===== config.mk =====
export PLATFORM = sky130hd
export DESIGN_NAME = shift_normalizer
export DESIGN_NICKNAME = d
export VERILOG_FILES = /design/src/rtl/shift_normalizer.sv
export SDC_FILE = /design/constraint.sdc
export NUM_CORES = 1
export LEC_CHECK = 0
export CAP_MARGIN = 20
export CORE_MARGIN = 2
export CORE_UTILIZATION = 52
export CTS_CLUSTER_SIZE = 28
export DETAILED_ROUTE_END_ITERATION = 10
export HOLD_SLACK_MARGIN = 0.06
export PLACE_DENSITY = 0.8
export SLEW_MARGIN = 5
export SYNTH_ARGS = -nofsm -noshare
export SYNTH_HDL_FRONTEND = slang
export SYNTH_SLANG_ARGS = --single-unit
export TNS_END_PERCENT = 30

===== constraint.sdc =====
create_clock -name CLK -period 2.3 [get_ports CLK]
set_input_delay 0.23 -clock CLK [delete_from_list [all_inputs] [get_ports CLK]]
set_output_delay 0.23 -clock CLK [all_outputs]
set_load 0.05 [all_outputs]

===== src/rtl/shift_normalizer.sv =====
// Sequential 16-bit normalizer: shifts one bit per cycle toward MSB or LSB
// and emits the shifter shamt code that undoes the normalization.
module shift_normalizer #(
  parameter int WIDTH = 16,
  parameter int SHW   = 5
) (
  input  logic             CLK,
  input  logic             Reset,
  input  logic             start,
  input  logic             mode,
  input  logic [WIDTH-1:0] in_data,
  output logic             busy,
  output logic             done,
  output logic [WIDTH-1:0] out_data,
  output logic [SHW-1:0]   shift_count,
  output logic [SHW-1:0]   restore_shamt,
  output logic             no_shift,
  output logic             zero_in
);

  typedef enum logic [1:0] {
    IDLE,
    SHIFT,
    DONE
  } state_t;

  state_t state;
  state_t state_next;

  logic [WIDTH-1:0] work;
  logic             mode_q;
  logic [SHW-1:0]   cnt;
  logic             target;
  logic [SHW-1:0]   shamt;

  assign target = mode_q ? work[0] : work[WIDTH-1];

  // mode 0 undoes with a right shift (code 32-n), mode 1 with a left (n-1)
  always_comb begin
    shamt = '0;
    if (cnt != '0) begin
      shamt = mode_q ? cnt - SHW'(1) : SHW'(0) - cnt;
    end
  end

  always_ff @(posedge CLK) begin
    if (Reset) begin
      state <= IDLE;
    end else begin
      state <= state_next;
    end
  end

  always_comb begin
    state_next = state;
    unique case (state)
      IDLE: begin
        if (start) begin
          state_next = (in_data == '0) ? DONE : SHIFT;
        end
      end
      SHIFT: begin
        if (target) begin
          state_next = DONE;
        end
      end
      DONE:    state_next = IDLE;
      default: state_next = IDLE;
    endcase
  end

  always_ff @(posedge CLK) begin
    if (Reset) begin
      work          <= '0;
      mode_q        <= 1'b0;
      cnt           <= '0;
      out_data      <= '0;
      shift_count   <= '0;
      restore_shamt <= '0;
      no_shift      <= 1'b0;
      zero_in       <= 1'b0;
    end else begin
      unique case (state)
        IDLE: begin
          if (start) begin
            work   <= in_data;
            mode_q <= mode;
            cnt    <= '0;
            if (in_data == '0) begin
              zero_in       <= 1'b1;
              out_data      <= '0;
              shift_count   <= '0;
              restore_shamt <= '0;
              no_shift      <= 1'b1;
            end else begin
              zero_in <= 1'b0;
            end
          end
        end
        SHIFT: begin
          if (target) begin
            out_data      <= work;
            shift_count   <= cnt;
            restore_shamt <= shamt;
            no_shift      <= (cnt == '0);
          end else begin
            work <= mode_q ? (work >> 1) : (work << 1);
            cnt  <= cnt + SHW'(1);
          end
        end
        default: ;
      endcase
    end
  end

  assign busy = (state != IDLE);
  assign done = (state == DONE);

endmodule


## After elaboration in Yosys (flattened, before gate mapping)

Index checks and enable logic that the tools add are counted.

| storage, ports and cells | value |
|---|---|
| input port bits | 20 |
| register bits after elaboration | 52 |
| output and inout port bits | 30 |

| operators by class | value |
|---|---|
| equal/unequal tests | 6 |
| muxes and demuxes | 29 |
| $add $sub $neg | 3 |
| reductions and logical operators | 10 |

Operators with widths:

| kind | number |
|---|---|
| $mux 16 | 6 |
| $pmux 16 s2 | 2 |
| $mux 5 | 8 |
| $pmux 5 s2 | 3 |
| $logic_not 16->1 | 1 |
| $ne 2x2->1 const B | 4 |
| $mux 2 | 3 |
| $add 5x1->5 const B | 1 |
| $logic_not 5->1 | 1 |
| $mux 1 | 5 |
| $reduce_bool 5->1 | 1 |
| $sub 1x5->5 const A | 1 |
| $sub 5x1->5 const B | 1 |
| $pmux 2 s2 | 1 |
| $reduce_and 2->1 | 2 |
| $reduce_and 4->1 | 1 |
| $reduce_bool 2->1 | 2 |
| $reduce_and 3->1 | 1 |
| $eq 2x1->1 const B | 1 |
| $eq 2x2->1 const B | 1 |
| $logic_not 2->1 | 1 |
| $pmux 1 s2 | 1 |

## Logic depth before layout (Yosys ltp)

| depth | value |
|---|---|
| depth after elaboration | 5 |
| depth in mapped cells | 7 |

## Worst setup path after synthesis

No wires, ideal clock.

| timing path | value |
|---|---|
| path kind | register -> output |
| start point | reg state[1] |
| end point | out done |
| path slack | 0.547 ns |
| cell stages (with the launch flop) | 4 |
| arrival | 1.523 ns |
| required time | 2.070 ns |
| cells stage by stage | dfxtp_1 > clkinv_1 > clkbuf_1 > nor2_1 |

| on the way | value |
|---|---|
| word-level cells in the longest chain between the ends | 1 |

Ends and longest elaborated chain:

| what | RTL line | RTL |
|---|---|---|
| from (decl) | 27 | `state_t state;` |
| from (signal assigned) | 50 | `state <= state_next;` |
| $eq 2x2->1 | 117 | `assign done = (state == DONE);` |
| to (decl) | 13 | `output logic done,` |

Every way passes these cells.

## Worst setup path after layout

| timing path | value |
|---|---|
| start point | reg state[0] |
| end point | reg work[0] |

| on the way | value |
|---|---|
| word-level cells in the longest chain between the ends | 3 |

Ends and longest elaborated chain:

| what | RTL line | RTL |
|---|---|---|
| $eq 2x1->1 / $logic_not 2->1 (equally long branches) | 83 | `unique case (state)` |
| $ne 2x2->1 (no line) / $reduce_bool 2->1 (equally long branches) | -- |  |
| $reduce_and 3->1 (no line) | -- |  |
| to (signal assigned) | 86 | `work <= in_data;` |
| to (signal assigned) | 107 | `work <= mode_q ? (work >> 1) : (work << 1);` |
| to (decl) | 30 | `logic [WIDTH-1:0] work;` |

Several ways; a longest one is shown, not always the timed one.
A chain may end at the register's enable or synchronous reset.

==> impl_metrics.env <==
export IMPL_worst_pin_slew_ns=0.6873
export IMPL_die_w_um=74.98
export IMPL_design_core_area_um2=4786
export IMPL_synth_xor_area_share_pct=2.674
export IMPL_cp_start_kind="flip-flop"
export IMPL_worstPathRequired_ns=2.51
export IMPL_cts_tree="built"
export IMPL_synth_fp_nets=310
export IMPL_synth_most_common_cell="dfxtp_1"
export IMPL_drt_pass1_iter_count=4
export IMPL_htreeDepth=2
export IMPL_ys_warnings_count=0
export IMPL_power_density_nw_per_um2=639.3
export IMPL_place_area_um2=3161
export IMPL_final_cell_area_um2=3276
export IMPL_fillers=392
export IMPL_synthSimpleGateAreaFrac_pct=15.38
export IMPL_hold_path_class="reg -> reg"
export IMPL_synth_distinct_cells=40
export IMPL_dieHeight_um=74.98
export IMPL_grt_max_degree=27
export IMPL_antenna_found_initial=0
export IMPL_p_leak_nw=1.236
export IMPL_hold_buffers=0
export IMPL_peakVddDrop_uv=321.7
export IMPL_grt_pass1_vias=2100
export IMPL_crit_path_end_kind="flip-flop"
export IMPL_synth_edff_count=0
export IMPL_synth_compound_area_share_pct=25.88
export IMPL_synth_main_ff_cell="dfxtp_1"
export IMPL_area_delta_synth_final_pct=25.02
export IMPL_power_total_mw=2.094
export IMPL_met2_usage_pct=34.31
export IMPL_fmax_mhz=499.7
export IMPL_track_usage_pct=23.50
export IMPL_drv_slew=0
export IMPL_crit_fanout=17
export IMPL_syn_avg_cell_area_um2=9.129
export IMPL_layout_drive_gt1_share_pct=12.61
export IMPL_skew_ns=0.007447
export IMPL_dp_hpwl_um=4497
export IMPL_drtAntennaViolNets=0
export IMPL_finalSetupViolCount=0
export IMPL_routed_wl_um=6283
export IMPL_synth_top_family_by_area="compound AO/OA/AOI/OAI gates"
export IMPL_die_area_um2=5622
export IMPL_grt_util_met3_pct=3.481
export IMPL_synthCells=287
export IMPL_wl_per_cell_um=15.71
export IMPL_pin_count=50
export IMPL_synth_seq_cells=52
export IMPL_netlist_top_cells_area="dfxtp_1 (40%), mux2i_1 (7.6%), o211a_1 (5.7%)"
export IMPL_slew_headroom_pct=54.18
export IMPL_cts_inserted_buffers=5
export IMPL_fin_tns_setup_ns=0
export IMPL_drt_iter0_markers=163
export IMPL_arrival_ns=2.21
export IMPL_via_per_inst=5.908
export IMPL_portBuffers=49
export IMPL_grt_busiest_layer="met1"
export IMPL_syn_area_um2=2620
export IMPL_min_period_ns=2.001
export IMPL_grt_ovfl_total=0
export IMPL_synthMuxAreaShare_pct=8.071
export IMPL_post_cts_buffers=0
export IMPL_clock_root_buffer="clkbuf_8"
export IMPL_rsz0062_at_grt="false"
export IMPL_synthArstFlopShare_pct=0
export IMPL_worstSetupPathType="reg -> reg"
export IMPL_cap_violations=0
export IMPL_clk_latency_ns=0.31
export IMPL_status="completed"
export IMPL_antenna_cells=0
export IMPL_seq_area_frac_synth_pct=39.73
export IMPL_yosysTopAreaCell="dfxtp_1"
export IMPL_grtUsageMet1_pct=35.89
export IMPL_rows=25
export IMPL_finalNetCount=355
export IMPL_clock_sinks=52
export IMPL_gp_routability_congestion=0.9473
export IMPL_r2r_slack_ns=0.30
export IMPL_hold_viol=0
export IMPL_clkTransAtPathRegs_ns=0.10
export IMPL_start_util_pct=54.75
export IMPL_synth_adder_area_share_pct=1.433
export IMPL_period_share_pct=87.00
export IMPL_cts_resized=0
export IMPL_synthTopCellsByCount="dfxtp_1 (52), a21oi_1 (26), mux2i_1 (20), nor2_1 (20)"
export IMPL_synth_top_area_share_pct=39.73
export IMPL_via_count=2363
export IMPL_grt_pass1_wl_um=10270
export IMPL_clk_path_buf_depth=2
export IMPL_drcViolationCount=0
==> through the flow <==
step / utilization [%] / instances / setup slack [ns] / hold WS, ns
after detailed placement: 66.04 / 392 / 0.2865 / 0.4525
after global routing: 68.44 / 400 / 0.07477 / 0.4789
after CTS: 68.44 / 400 / 0.3247 / 0.4656
final: 68.44 / 400 / 0.2990 / 0.4636
after floorplan: - / 287 / 0.5474 / 0.3660
after global placement: 66.04 / 392 / 0.3824 / 0.4437
==> path summary, 6_finish.rpt <==
check / startpoint / end / depth (start not counted)
setup / recovery: state[0] / work[0] / 4
hold / removal: restore_shamt[0] / restore_shamt[0] / 2
setup reg to reg: state[0] / work[0] / 4
hold reg to reg: restore_shamt[0] / restore_shamt[0] / 2
==> cells in the final DEF, fill, tap and decap left out, drive strengths merged, types with 4 or more instances in the layout <==
| master | Yosys | final |
|---|---|---|
| clkdlybuf4s50 | 0 | 47 |
| inv | 7 | 8 |
| o22ai | 16 | 16 |
| dfxtp | 52 | 52 |
| nor2 | 22 | 22 |
| clkbuf | 12 | 5 |
| mux2i | 20 | 20 |
| xnor2 | 4 | 4 |
| buf | 15 | 18 |
| nand4 | 19 | 19 |
| o211a | 15 | 15 |
| a21oi | 26 | 26 |
| o21ai | 6 | 6 |
| o211ai | 19 | 19 |
| xor2 | 4 | 4 |
| nand2 | 16 | 16 |
| nor4 | 4 | 4 |
==> where the power goes <==
group	internal [mW]	switching [mW]	leakage (nW)	total [mW]
clock	0.328	0.312	0.0548	0.640
combinational	0.185	0.251	0.758	0.436
sequential	0.952	0.0658	0.423	1.02
==> flip-flops by register name, indices dropped and copies added, names as in the netlist <==
register,flops
state,2
no_shift,1
shift_count,5
mode_q,1
cnt,5
restore_shamt,5
out_data,16
zero_in,1
work,16
==> cells by family after synthesis <==
kind of cell | after synthesis
AND/OR/NAND/NOR | 77
flip-flops | 52
AO/OA/AOI/OAI | 91
multiplexers | 21
buffers and inverters | 35
adder cells (fa/ha/maj) | 3
XOR/XNOR | 8
==> area by class of cell <==
class / count / area [µm²] / share of cell area (%)
clock buffer: 5 / 68.82 / 2.101
clock inverter: 3 / 46.29 / 1.413
inverter: 8 / 30.03 / 0.9167
multi-input combinational: 200 / 1400 / 42.74
sequential: 52 / 1041 / 31.78
tap: 67 / 83.83 / 2.559
timing repair buffer: 65 / 605.6 / 18.49
==> layer usage <==
metal	up-vias	share of wire (%)
li1	1162	-
met1	1122	48
met2	74	46
met3	5	5.5
met4	0	0.94
met5	-	0
==> critical path, stage by stage (launching register included) <==
cell and delay (ns):
dfxtp_1 0.52, nand2b_1 0.33, o21ai_2 0.67, nor2_1 0.09, a211oi_1 0.29
No activity file was read; power rests on OpenSTA's default activity.
